**src/rtl/usf_unfold_if.sv**
```systemverilog
// Stream bundle for the unfolding stage: folded ADC codes in, reconstructed
// samples out. The DUT side uses the slave modport; the master modport is the
// view of whatever sits on the other end of both channels.
interface usf_unfold_if #(
    parameter int DATA_W = 12,
    parameter int OUT_W  = 20
);
    logic              in_valid;
    logic              in_ready;
    logic [DATA_W-1:0] in_data;
    logic              in_skip;
    logic              out_valid;
    logic              out_ready;
    logic [OUT_W-1:0]  out_data;
    logic              out_hold;

    modport master (
        output in_valid, in_data, in_skip, out_ready,
        input  in_ready, out_valid, out_data, out_hold
    );

    modport slave (
        input  in_valid, in_data, in_skip, out_ready,
        output in_ready, out_valid, out_data, out_hold
    );
endinterface

```
**src/rtl/usf_unfold.sv**
```systemverilog
// First-order modulo unfolding for unlimited-sampling reconstruction.
// Stage 1 centres each code, differences it against the previous kept sample
// and wraps the difference into [-lambda, lambda). Stage 2 accumulates the
// wrapped differences into a saturating signed sample. DEC-marked samples are
// emitted as holds and leave the unfolding state untouched.
// OUT_W must be at least DATA_W + 2 so every stage-1 value sign-extends into
// the accumulator.
module usf_unfold #(
    parameter int DATA_W = 12,
    parameter int OUT_W  = 20,
    parameter int OFFSET = 2048,
    parameter int CNT_W  = 16
) (
    input  logic              adc_clk,
    input  logic              adc_reset,
    input  logic              restart,
    input  logic [DATA_W-1:0] fold_range,
    usf_unfold_if.slave       bus,
    output logic [CNT_W-1:0]  fold_count,
    output logic              sat_flag
);
    localparam int YW = DATA_W + 1;   // centred sample
    localparam int DW = DATA_W + 2;   // first difference
    localparam int SW = OUT_W + 1;    // accumulator sum before clipping

    localparam logic [0:0] ST_FIRST = 1'b0;
    localparam logic [0:0] ST_RUN   = 1'b1;

    localparam logic signed [SW-1:0] ACC_MAX = {2'b00, {(OUT_W-1){1'b1}}};
    localparam logic signed [SW-1:0] ACC_MIN = {2'b11, {(OUT_W-1){1'b0}}};
    localparam logic [YW-1:0]        OFFSET_Y = YW'(OFFSET);
    localparam logic [CNT_W-1:0]     CNT_MAX  = {CNT_W{1'b1}};

    logic clr;
    logic en;
    logic xfer;

    logic [0:0] state;
    logic signed [YW-1:0] y;
    logic signed [YW-1:0] y_prev;
    logic signed [DW-1:0] d;
    logic signed [DW-1:0] dw;
    logic signed [DW-1:0] lam;
    logic signed [DW-1:0] two_lam;
    logic                 wrap;

    logic                 s1_valid;
    logic signed [DW-1:0] s1_dw;
    logic signed [YW-1:0] s1_y;
    logic                 s1_skip;
    logic                 s1_first;
    logic                 s1_wrap;

    logic signed [OUT_W-1:0] acc;
    logic signed [OUT_W-1:0] acc_next;
    logic signed [SW-1:0]    sum;
    logic                    clip;
    logic                    out_valid_q;
    logic                    out_hold_q;

    // Bit 0 of the range is meaningless: the range is always an even 2*lambda.
    logic unused_range_lsb;
    assign unused_range_lsb = fold_range[0];

    // Restart behaves exactly like reset for everything it touches, and wins
    // over any input transfer in the same cycle.
    assign clr  = adc_reset | restart;
    assign en   = ~out_valid_q | bus.out_ready;
    assign xfer = bus.in_valid & en;

    assign bus.in_ready  = en;
    assign bus.out_valid = out_valid_q;
    assign bus.out_data  = acc;
    assign bus.out_hold  = out_hold_q;

    assign lam     = {3'b000, fold_range[DATA_W-1:1]};
    assign two_lam = {2'b00, fold_range[DATA_W-1:1], 1'b0};

    // Stage 1 arithmetic: centre, difference, single modulo correction.
    // NOTE: every signal assigned here gets a default first, so no path
    // leaves a value unassigned and no latch is inferred.
    always_comb begin
        y    = $signed({1'b0, bus.in_data} - OFFSET_Y);
        d    = $signed({y[YW-1], y} - {y_prev[YW-1], y_prev});
        dw   = d;
        wrap = 1'b0;
        if (d >= lam) begin
            dw   = d - two_lam;
            wrap = 1'b1;
        end else if (d < -lam) begin
            dw   = d + two_lam;
            wrap = 1'b1;
        end
    end

    // Stage 1 control: valid flag, previous kept sample and FIRST/RUN state.
    // NOTE: state is updated with non-blocking assignments so every register
    // in the design sees the pre-edge values of the others.
    always_ff @(posedge adc_clk) begin
        if (clr) begin
            s1_valid <= 1'b0;
            y_prev   <= '0;
            state    <= ST_FIRST;
        end else if (xfer) begin
            s1_valid <= 1'b1;
            if (!bus.in_skip) begin
                y_prev <= y;
                state  <= ST_RUN;
            end
        end else if (en) begin
            s1_valid <= 1'b0;
        end
    end

    // Stage 1 payload, captured on every transfer.
    // NOTE: payload registers carry no reset; they are only ever read while
    // s1_valid is set, and s1_valid is reset.
    always_ff @(posedge adc_clk) begin
        if (xfer) begin
            s1_dw    <= dw;
            s1_y     <= y;
            s1_skip  <= bus.in_skip;
            s1_first <= (state == ST_FIRST);
            s1_wrap  <= wrap;
        end
    end

    // Stage 2 arithmetic: saturating accumulate of the wrapped difference.
    always_comb begin
        sum      = $signed({acc[OUT_W-1], acc}) + $signed({{(SW-DW){s1_dw[DW-1]}}, s1_dw});
        acc_next = sum[OUT_W-1:0];
        clip     = 1'b0;
        if (sum > ACC_MAX) begin
            acc_next = ACC_MAX[OUT_W-1:0];
            clip     = 1'b1;
        end else if (sum < ACC_MIN) begin
            acc_next = ACC_MIN[OUT_W-1:0];
            clip     = 1'b1;
        end
    end

    // Stage 2 registers: output sample, hold marker, fold counter, clip flag.
    always_ff @(posedge adc_clk) begin
        if (clr) begin
            out_valid_q <= 1'b0;
            out_hold_q  <= 1'b0;
            acc         <= '0;
            fold_count  <= '0;
            sat_flag    <= 1'b0;
        end else if (en) begin
            out_valid_q <= s1_valid;
            if (s1_valid) begin
                if (s1_skip) begin
                    // A hold repeats the last output; before any kept sample
                    // that output is zero.
                    out_hold_q <= 1'b1;
                    if (s1_first) begin
                        acc <= '0;
                    end
                end else if (s1_first) begin
                    out_hold_q <= 1'b0;
                    acc        <= {{(OUT_W-YW){s1_y[YW-1]}}, s1_y};
                end else begin
                    out_hold_q <= 1'b0;
                    acc        <= acc_next;
                    if (clip) begin
                        sat_flag <= 1'b1;
                    end
                    if (s1_wrap && fold_count != CNT_MAX) begin
                        fold_count <= fold_count + CNT_W'(1);
                    end
                end
            end
        end
    end
endmodule

```
**src/flat_wrapper.sv**
```systemverilog
// flat-port wrapper written by rule: the top's interface ports become plain ports
module usf_unfold_flat 
#(
    parameter int DATA_W = 12,
    parameter int OUT_W  = 20,
    parameter int OFFSET = 2048,
    parameter int CNT_W  = 16
)
  (adc_clk, adc_reset, restart, fold_range, fold_count, sat_flag, bus_in_valid, bus_in_data, bus_in_skip, bus_out_ready, bus_in_ready, bus_out_valid, bus_out_data, bus_out_hold);
  usf_unfold_if #(.DATA_W(DATA_W), .OUT_W(OUT_W)) bus_i ();
  input  logic adc_clk;
  input  logic adc_reset;
  input  logic restart;
  input  logic [DATA_W-1:0] fold_range;
  output logic [CNT_W-1:0] fold_count;
  output logic sat_flag;
  input wire logic [$bits(bus_i.in_valid)-1:0] bus_in_valid;
  input wire logic [$bits(bus_i.in_data)-1:0] bus_in_data;
  input wire logic [$bits(bus_i.in_skip)-1:0] bus_in_skip;
  input wire logic [$bits(bus_i.out_ready)-1:0] bus_out_ready;
  output wire logic [$bits(bus_i.in_ready)-1:0] bus_in_ready;
  output wire logic [$bits(bus_i.out_valid)-1:0] bus_out_valid;
  output wire logic [$bits(bus_i.out_data)-1:0] bus_out_data;
  output wire logic [$bits(bus_i.out_hold)-1:0] bus_out_hold;
  assign bus_i.in_valid = bus_in_valid;
  assign bus_i.in_data = bus_in_data;
  assign bus_i.in_skip = bus_in_skip;
  assign bus_i.out_ready = bus_out_ready;
  assign bus_in_ready = bus_i.in_ready;
  assign bus_out_valid = bus_i.out_valid;
  assign bus_out_data = bus_i.out_data;
  assign bus_out_hold = bus_i.out_hold;
  usf_unfold #(.DATA_W(DATA_W), .OUT_W(OUT_W), .OFFSET(OFFSET), .CNT_W(CNT_W)) u_core (.adc_clk(adc_clk), .adc_reset(adc_reset), .restart(restart), .fold_range(fold_range), .bus(bus_i), .fold_count(fold_count), .sat_flag(sat_flag));
endmodule
```
**config.mk**
```make
export PLATFORM = sky130hd
export DESIGN_NAME = usf_unfold_flat
export DESIGN_NICKNAME = d
export VERILOG_FILES = /design/src/rtl/usf_unfold_if.sv /design/src/rtl/usf_unfold.sv /design/src/flat_wrapper.sv
export SDC_FILE = /design/constraint.sdc
export NUM_CORES = 1
export LEC_CHECK = 0
export ABC_AREA = 1
export BUFFER_PORTS_ARGS = -buffer_cell sky130_fd_sc_hd__buf_2
export CORE_MARGIN = 4
export CORE_UTILIZATION = 50
export DETAILED_ROUTE_END_ITERATION = 10
export GPL_TIMING_DRIVEN = 0
export PLACE_DENSITY = 0.67
export SETUP_SLACK_MARGIN = 0.3
export SLEW_MARGIN = 20
export SYNTH_ARGS = -nofsm -noshare
export SYNTH_HDL_FRONTEND = slang
export SYNTH_SLANG_ARGS = --single-unit
```
**constraint.sdc**
```tcl
create_clock -name adc_clk -period 4.5 [get_ports adc_clk]
set_input_delay 0.9 -clock adc_clk [delete_from_list [all_inputs] [get_ports adc_clk]]
set_output_delay 0.9 -clock adc_clk [all_outputs]
set_load 0.01 [all_outputs]
```
==> results of run 1 <==
power by group:
part           total, mW  internal [mW]  switching, mW
sequential         0.853          0.831         0.0222
combinational      0.980          0.350          0.631
clock              0.809          0.497          0.312
total               2.64           1.68          0.965
repair_timing:
action | 4_1_cts | 5_1_grt
setup endpoints to repair | 3 | 12
buffers inserted | 0 | 2
gates resized for setup | 3 | 15
pin swaps | 0 | 3
final cells by class:
type / count / share of cell area, %
Buffer: 27 / 1.79
Clock inverter: 7 / 1.32
Inverter: 137 / 6.23
Sequential cell: 82 / 23.4
Multi-Input combinational cell: 803 / 57.5
Clock buffer: 9 / 2.73
Tap cell: 180 / 2.73
Timing Repair Buffer: 70 / 4.31
logic make-up (layout without fill, tap and decap cells):
family	Yosys count	after routing	synth area share, %
AND/OR/NAND/NOR	476	476	28.4
buffers and inverters	164	250	9.05
AO/OA/AOI/OAI	191	191	14.7
flip-flops	82	82	26.6
adder cells (fa/ha/maj)	84	84	14.9
XOR/XNOR	52	52	6.28
flip-flops by register name, indices dropped and copies added, names as in the netlist, 12 cells and up:
name	cells
u_core.bus.out_data	20
u_core.y_prev	12
u_core.s1_y	12
u_core.fold_count	16
u_core.s1_dw	14
critical path, cell delays in order:
cell and delay, ps:
buf_2 110, inv_1 40, ha_1 240, fa_2 370
o21ai_2 190, a21oi_1 100, o21bai_2 190, xor2_2 240
inv_1 140, ha_1 290, clkbuf_2 200, inv_1 70
o21ai_0 170, o21bai_1 160, a21oi_1 90, o21ai_1 150
nand2_1 70, nand2_1 70, xor2_1 180, o21ai_0 90
path summary, 6_finish.rpt:
check                         end  slack, ps  depth (start not counted)
hold / removal    u_core.s1_first        460                          1
setup reg to reg  u_core.s1_dw[9]        930                         18
hold reg to reg   u_core.s1_first        460                          1
setup / recovery  u_core.s1_dw[9]        510                         20
cell usage in the layout, fill, tap and decap left out, types with 3 or more instances in the layout:
master / synthesis / layout
nand2_1: 285 / 285
inv_1: 127 / 126
a21oi_1: 96 / 96
ha_1: 80 / 80
nor2_1: 72 / 72
buf_2: 3 / 71
dfxtp_1: 53 / 53
o21ai_0: 53 / 52
nand3_1: 40 / 40
xor2_1: 44 / 39
edfxtp_1: 29 / 29
nand2_2: 17 / 17
nor3_1: 18 / 16
nand4_1: 16 / 16
clkbuf_1: 17 / 13
inv_2: 10 / 10
o21bai_1: 10 / 9
clkbuf_16: 0 / 9
xnor2_1: 8 / 8
nor2_2: 7 / 7
o21ai_1: 5 / 6
a21oi_2: 6 / 6
nor3_2: 3 / 5
o21a_1: 4 / 4
clkbuf_2: 0 / 4
buf_4: 2 / 4
buf_6: 4 / 4
o21ai_2: 3 / 3
a21boi_0: 3 / 3
xor2_2: 0 / 3
nand3_2: 3 / 3
a31oi_1: 3 / 3
nand3b_1: 3 / 3
nor2_4: 3 / 3
fa_1: 4 / 3
through the flow:
step / cells / util [%] / setup TNS (ps) / power [mW]
after global placement: 1297 / 55.7 / -595 / 1.81
after detailed placement: 1297 / 55.7 / -410 / 1.82
after CTS: 1313 / 58.1 / 0 / 2.64
final: 1315 / 58.8 / 0 / 2.64
after global routing: 1315 / 58.8 / 0 / 2.83
after floorplan: 1049 / - / 0 / 1.60
metal layers:
metal	global-route usage [%]	routed length [um]	up-vias
li1	-	-	3586
met1	29.4	8480	3098
met2	36.3	8520	154
met3	2.70	685	38
met4	9.86	727	0
met5	0	0	-
==> results.md, run 1 <==
* Status: finished, final reports clean
* Synth Instances at 1049
* Total gr overflow at 0
* Slew headroom at around 33%
* Top cells by instance count after synthesis: nand2_1, inv_1, a21oi_1
* Hold_buf cts at 0
* Final GP Congestion at between 0.9 and 1
* IO Port Bufs at 68
* Critical path class: input port to register
* Top post-synthesis cells by area: nand2_1, dfxtp_1, ha_1
* Largest net degree at the start of global routing at 32
* Fillers at 1396
* Die X at between 100 and 150 um
* Post-Syn Nets at approximately 1200
* Most numerous cell in the Yosys netlist: nand2_1
* DP HPWL at 15100 um
* Vias in the first global route at a little over 6000
* Syn avg cell area at slightly below 7 um2
* HP Class: register to register
* DIE AREA at ~0.016 mm2
* Initial Util at 51.7%
* Setup crit end kind: register
* HP Start: u_core.state
* Total Routing Usage GR at 22.2%
* Seq/Total Area, Yosys at about a quarter
* CORE AREA at between 0.01 and 0.015 mm2
* Row count at 43
* Clock buffer depth at 2
* PnR worst setup slack at around 510 ps
* Clock sinks at between 80 and 90
* CP Launch Point: bus_in_data[0]
* Fin crit share at about nine tenths
* Min Hold Slack at 456 ps
* R2r startpoint: u_core.y_prev[0]
* Asr flop ratio synth at 0%
* Worst Skew at between 9 and 10 ps
* Synth warn at 0
* Post-placement cell area at 0.00782 mm2
* Initial antenna violation count at 0
* Finish-stage setup viols at 0
* H-tree depth at 3
* NumNets Final at around 1200
* Number of library cell types mapped by synthesis at 44
* Post-placement setup slack at -145 ps
* DRC viols at 0
* Final hold violation count at 0
* Critical path peak fanout at 7
* Area of the multi-input gates at about 0.0047 mm2
* Peak supply drop at 0.237 mV
* Period minus WS final at ~4000 ps
* Via count at ~6900
* Post-route cell area at between 0.008 and 0.009 mm2
* CTS root buf: clkbuf_16
* Top_reg_cell synth: dfxtp_1
* Clock buffer count from CTS at 9
* Max Cap Violations at 0
* Share of the synthesized area in the top cell type at 14.7%
* CTS tree: done
* Leak at between 3 and 4 nW
* Peak Freq at approximately 250 MHz
* Detail Route Antenna Nets at 0
* WL final at about 18000 um
* Synthesized area at about 0.0073 mm2
* Vias/cell at ~5.2
* PwrDens at approximately 320 mW/mm2
* Crit path DAT at 4060 ps
* Wirelength per Cell at about 14 um
* CTS clk-pin slew, worst paths at about 70 ps
* Initial DRT Pass Iterations at 5
* ANT cells at 0
* Startpoint types: input port
* RSZ-0062 raised after global routing: false
* EDFF count, synth at 29
* Die Height at 128 um
* Number of register bits inferred by synthesis at between 80 and 90
* First-pass GRT wire length at roughly 30000 um
* Worst-Margin Slew at 992 ps
* Register Area at just under 0.002 mm2
* I/O pins at 70
* Clk Latency, worst-skew pair at 340 ps
* Largest area contributor in the netlist: nand2_1
* Area growth from synthesis to layout at 13.7%
* Final Max Slew Viols at 0
* 1st-iter DRT viols at between 300 and 400
* WP data required at 4580 ps
* Fraction of layout cells with a size suffix above 1 at ~15%
No activity file was read; power rests on OpenSTA's default activity.
==> run 2, diff against run 1 <==
Settings changed: CORE_UTILIZATION 50 to 54, MAX_ROUTING_LAYER from default to met4, PLACE_DENSITY 0.67 to 0.72, SLEW_MARGIN 20 to 0.
==> run 2 against run 1 <==
Against the previous run: sequential cell count unchanged; combinational power decreased by 0.6%; critical path type unchanged; fmax is 1.7% higher; final area down 0.58%; die area decreased by 7.0%.
==> results.md, run 2 (synthesis gave the netlist of run 1 again) <==
* Period minus WS final at 3920 ps (-67.8 ps)
* Peak Freq at 255 MHz (+1.7%)
* Total gr overflow at 0 (unchanged)
* Fraction of layout cells with a size suffix above 1 at 14.5% (-0.075 points)
* 1st-iter DRT viols at 383 (-2.0%)
* Clock buffer count from CTS at 9 (unchanged)
* CTS tree: done
* CORE AREA at 0.0132 mm2 (-6.1%)
* WL final at 18100 um (-1.6%)
* DIE AREA at 0.0154 mm2 (-7.0%)
* Post-placement setup slack at -85.5 ps (+59.0 ps)
* Critical path peak fanout at 7 (unchanged)
* Fin crit share at 87.0% (-1.5 points)
* Initial DRT Pass Iterations at 5 (unchanged)
* PnR worst setup slack at 583 ps (+67.8 ps)
* RSZ-0062 raised after global routing: false
* Initial antenna violation count at 0 (unchanged)
* CP most frequent cell: nand2_1
* Pwr Total at 2.61 mW (-1.3%)
* I/O pins at 70 (unchanged)
* Crit path DAT at 4000 ps (-60 ps)
* Final GP Congestion at 0.971 (+2.1%)
* Vias/cell at 5.19 (-0.71%)
* Min Hold Slack at 446 ps (-9.81 ps)
* Startpoint types: input port
* PwrDens at 318 mW/mm2 (-0.77%)
* Initial Util at 55.0% (+3.3 points)
* Most common cell after layout, fill and taps aside: nand2_1
* Die X at 124 um (-3.5%)
* Vias in the first global route at 6173 (-0.26%)
* Final hold violation count at 0 (unchanged)
* First-pass GRT wire length at 29000 um (-2.6%)
* Critical-path top delay cell: fa_2
* Critical path class: input port to register
* Detail Route Antenna Nets at 0 (unchanged)
* Most frequent cells in the layout: nand2_1, inv_1, a21oi_1
* DP HPWL at 14900 um (-1.3%)
* Largest net degree at the start of global routing at 32 (unchanged)
* Wirelength per Cell at 13.8 um (-1.2%)
* Setup crit end kind: register
* Finish-stage setup viols at 0 (unchanged)
* Peak supply drop at 0.234 mV (-1.6%)
* Via count at 6801 (-1.1%)
* Total Routing Usage GR at 24.6% (+2.4 points)
* Clock buffer depth at 2 (unchanged)
* ANT cells at 0 (unchanged)
* Leak at 3.91 nW (-0.25%)
* CTS clk-pin slew, worst paths at 60 ps (about the same)
* Crit-path max cell delay at 380 ps (about the same)
* Clk Latency, worst-skew pair at 340 ps (about the same)
* Die Height at 124 um (-3.5%)
* CTS root buf: clkbuf_16
* Max Cap Violations at 0 (unchanged)
* Final Max Slew Viols at 0 (unchanged)
* Area growth from synthesis to layout at 13.1%
* NumNets Final at 1243 (-0.080%)
* Worst-Margin Slew at 1110 ps (+121 ps)
* HP Class: register to register
* Slew headroom at 25.7% (-7.7 points)
* WP data required at 4580 ps (about the same)
* Worst-path cell chain: buf_2, inv_1, ha_1, fa_2, o21ai_2, a21oi_1, o21bai_1, xor2_2, inv_2, ha_1, clkbuf_2, inv_1, o21ai_0, o21bai_1, nand2_1, nand4_1, nand2_1, nand2_1, nand3_1, nand2_1, nand2_1, nand2_1
* Status: finished, final reports clean
* H-tree depth at 3 (unchanged)
* DRC viols at 0 (unchanged)
* Clock sinks at 82 (unchanged)
* Worst Skew at 9.29 ps (+0.255 ps)
* IO Port Bufs at 68 (unchanged)
* Max FFs per register at 20 (unchanged)
* Row count at 42 (-2.3%)
run 2: per-layer routing:
layer / GRT usage, % / up-vias / routed length, um
met5: - / - / 0
met4: 9.79 / 0 / 641
met3: 3.04 / 43 / 632
met2: 41.0 / 140 / 8740
met1: 30.4 / 3033 / 8110
li1: - / 3585 / -
run 2: repair_timing:
item	4_1_cts	5_1_grt
endpoints found under the setup margin	3	14
gates resized for setup	3	17
buffers inserted	0	1
hold buffers	0	0
pin swaps	0	3
run 2: power breakdown:
part	switching, mW	total (mW)	leakage (nW)	internal, mW
combinational	0.628	0.974	3.05	0.346
clock	0.298	0.781	0.159	0.483
sequential	0.0217	0.853	0.711	0.831
run 2: worst paths after layout:
path | start | endpoint | slack [ps] | cells past startpoint
max | bus_in_data[0] | u_core.s1_dw[13] | 580 | 22
min | u_core.sat_flag | u_core.sat_flag | 450 | 2
max reg2reg | u_core.y_prev[0] | u_core.s1_dw[13] | 970 | 20
min reg2reg | u_core.sat_flag | u_core.sat_flag | 450 | 2
run 2: critical path, delay by kind of cell:
kind / cells / cell delay, ps
compound gates: 5 / 730
xor+xnor: 1 / 260
fa+ha+maj: 3 / 890
buf+inv: 5 / 520
simple gates: 8 / 670
run 2: metrics by stage:
| stage | cells | TNS (ps) | utilization [%] | instance area (um2) |
|---|---|---|---|---|
| 4_1_cts | 1309 | 0 | 61.8 | 8150 |
| 6_report | 1310 | 0 | 62.2 | 8200 |
| 3_5_place_dp | 1293 | -238 | 59.2 | 7820 |
| 3_3_place_gp | 1293 | -401 | 59.2 | 7820 |
| 5_1_grt | 1310 | 0 | 62.2 | 8200 |
| 2_1_floorplan | 1049 | 0 | - | 7250 |
run 2: final cells by class:
type	instances	area [um2]
Buffer	27	149
Clock buffer	12	268
Clock inverter	4	56.3
Fill cell	1247	4990
Inverter	137	514
Multi-Input combinational cell	803	4720
Sequential cell	82	1930
Tap cell	176	220
Timing Repair Buffer	69	348
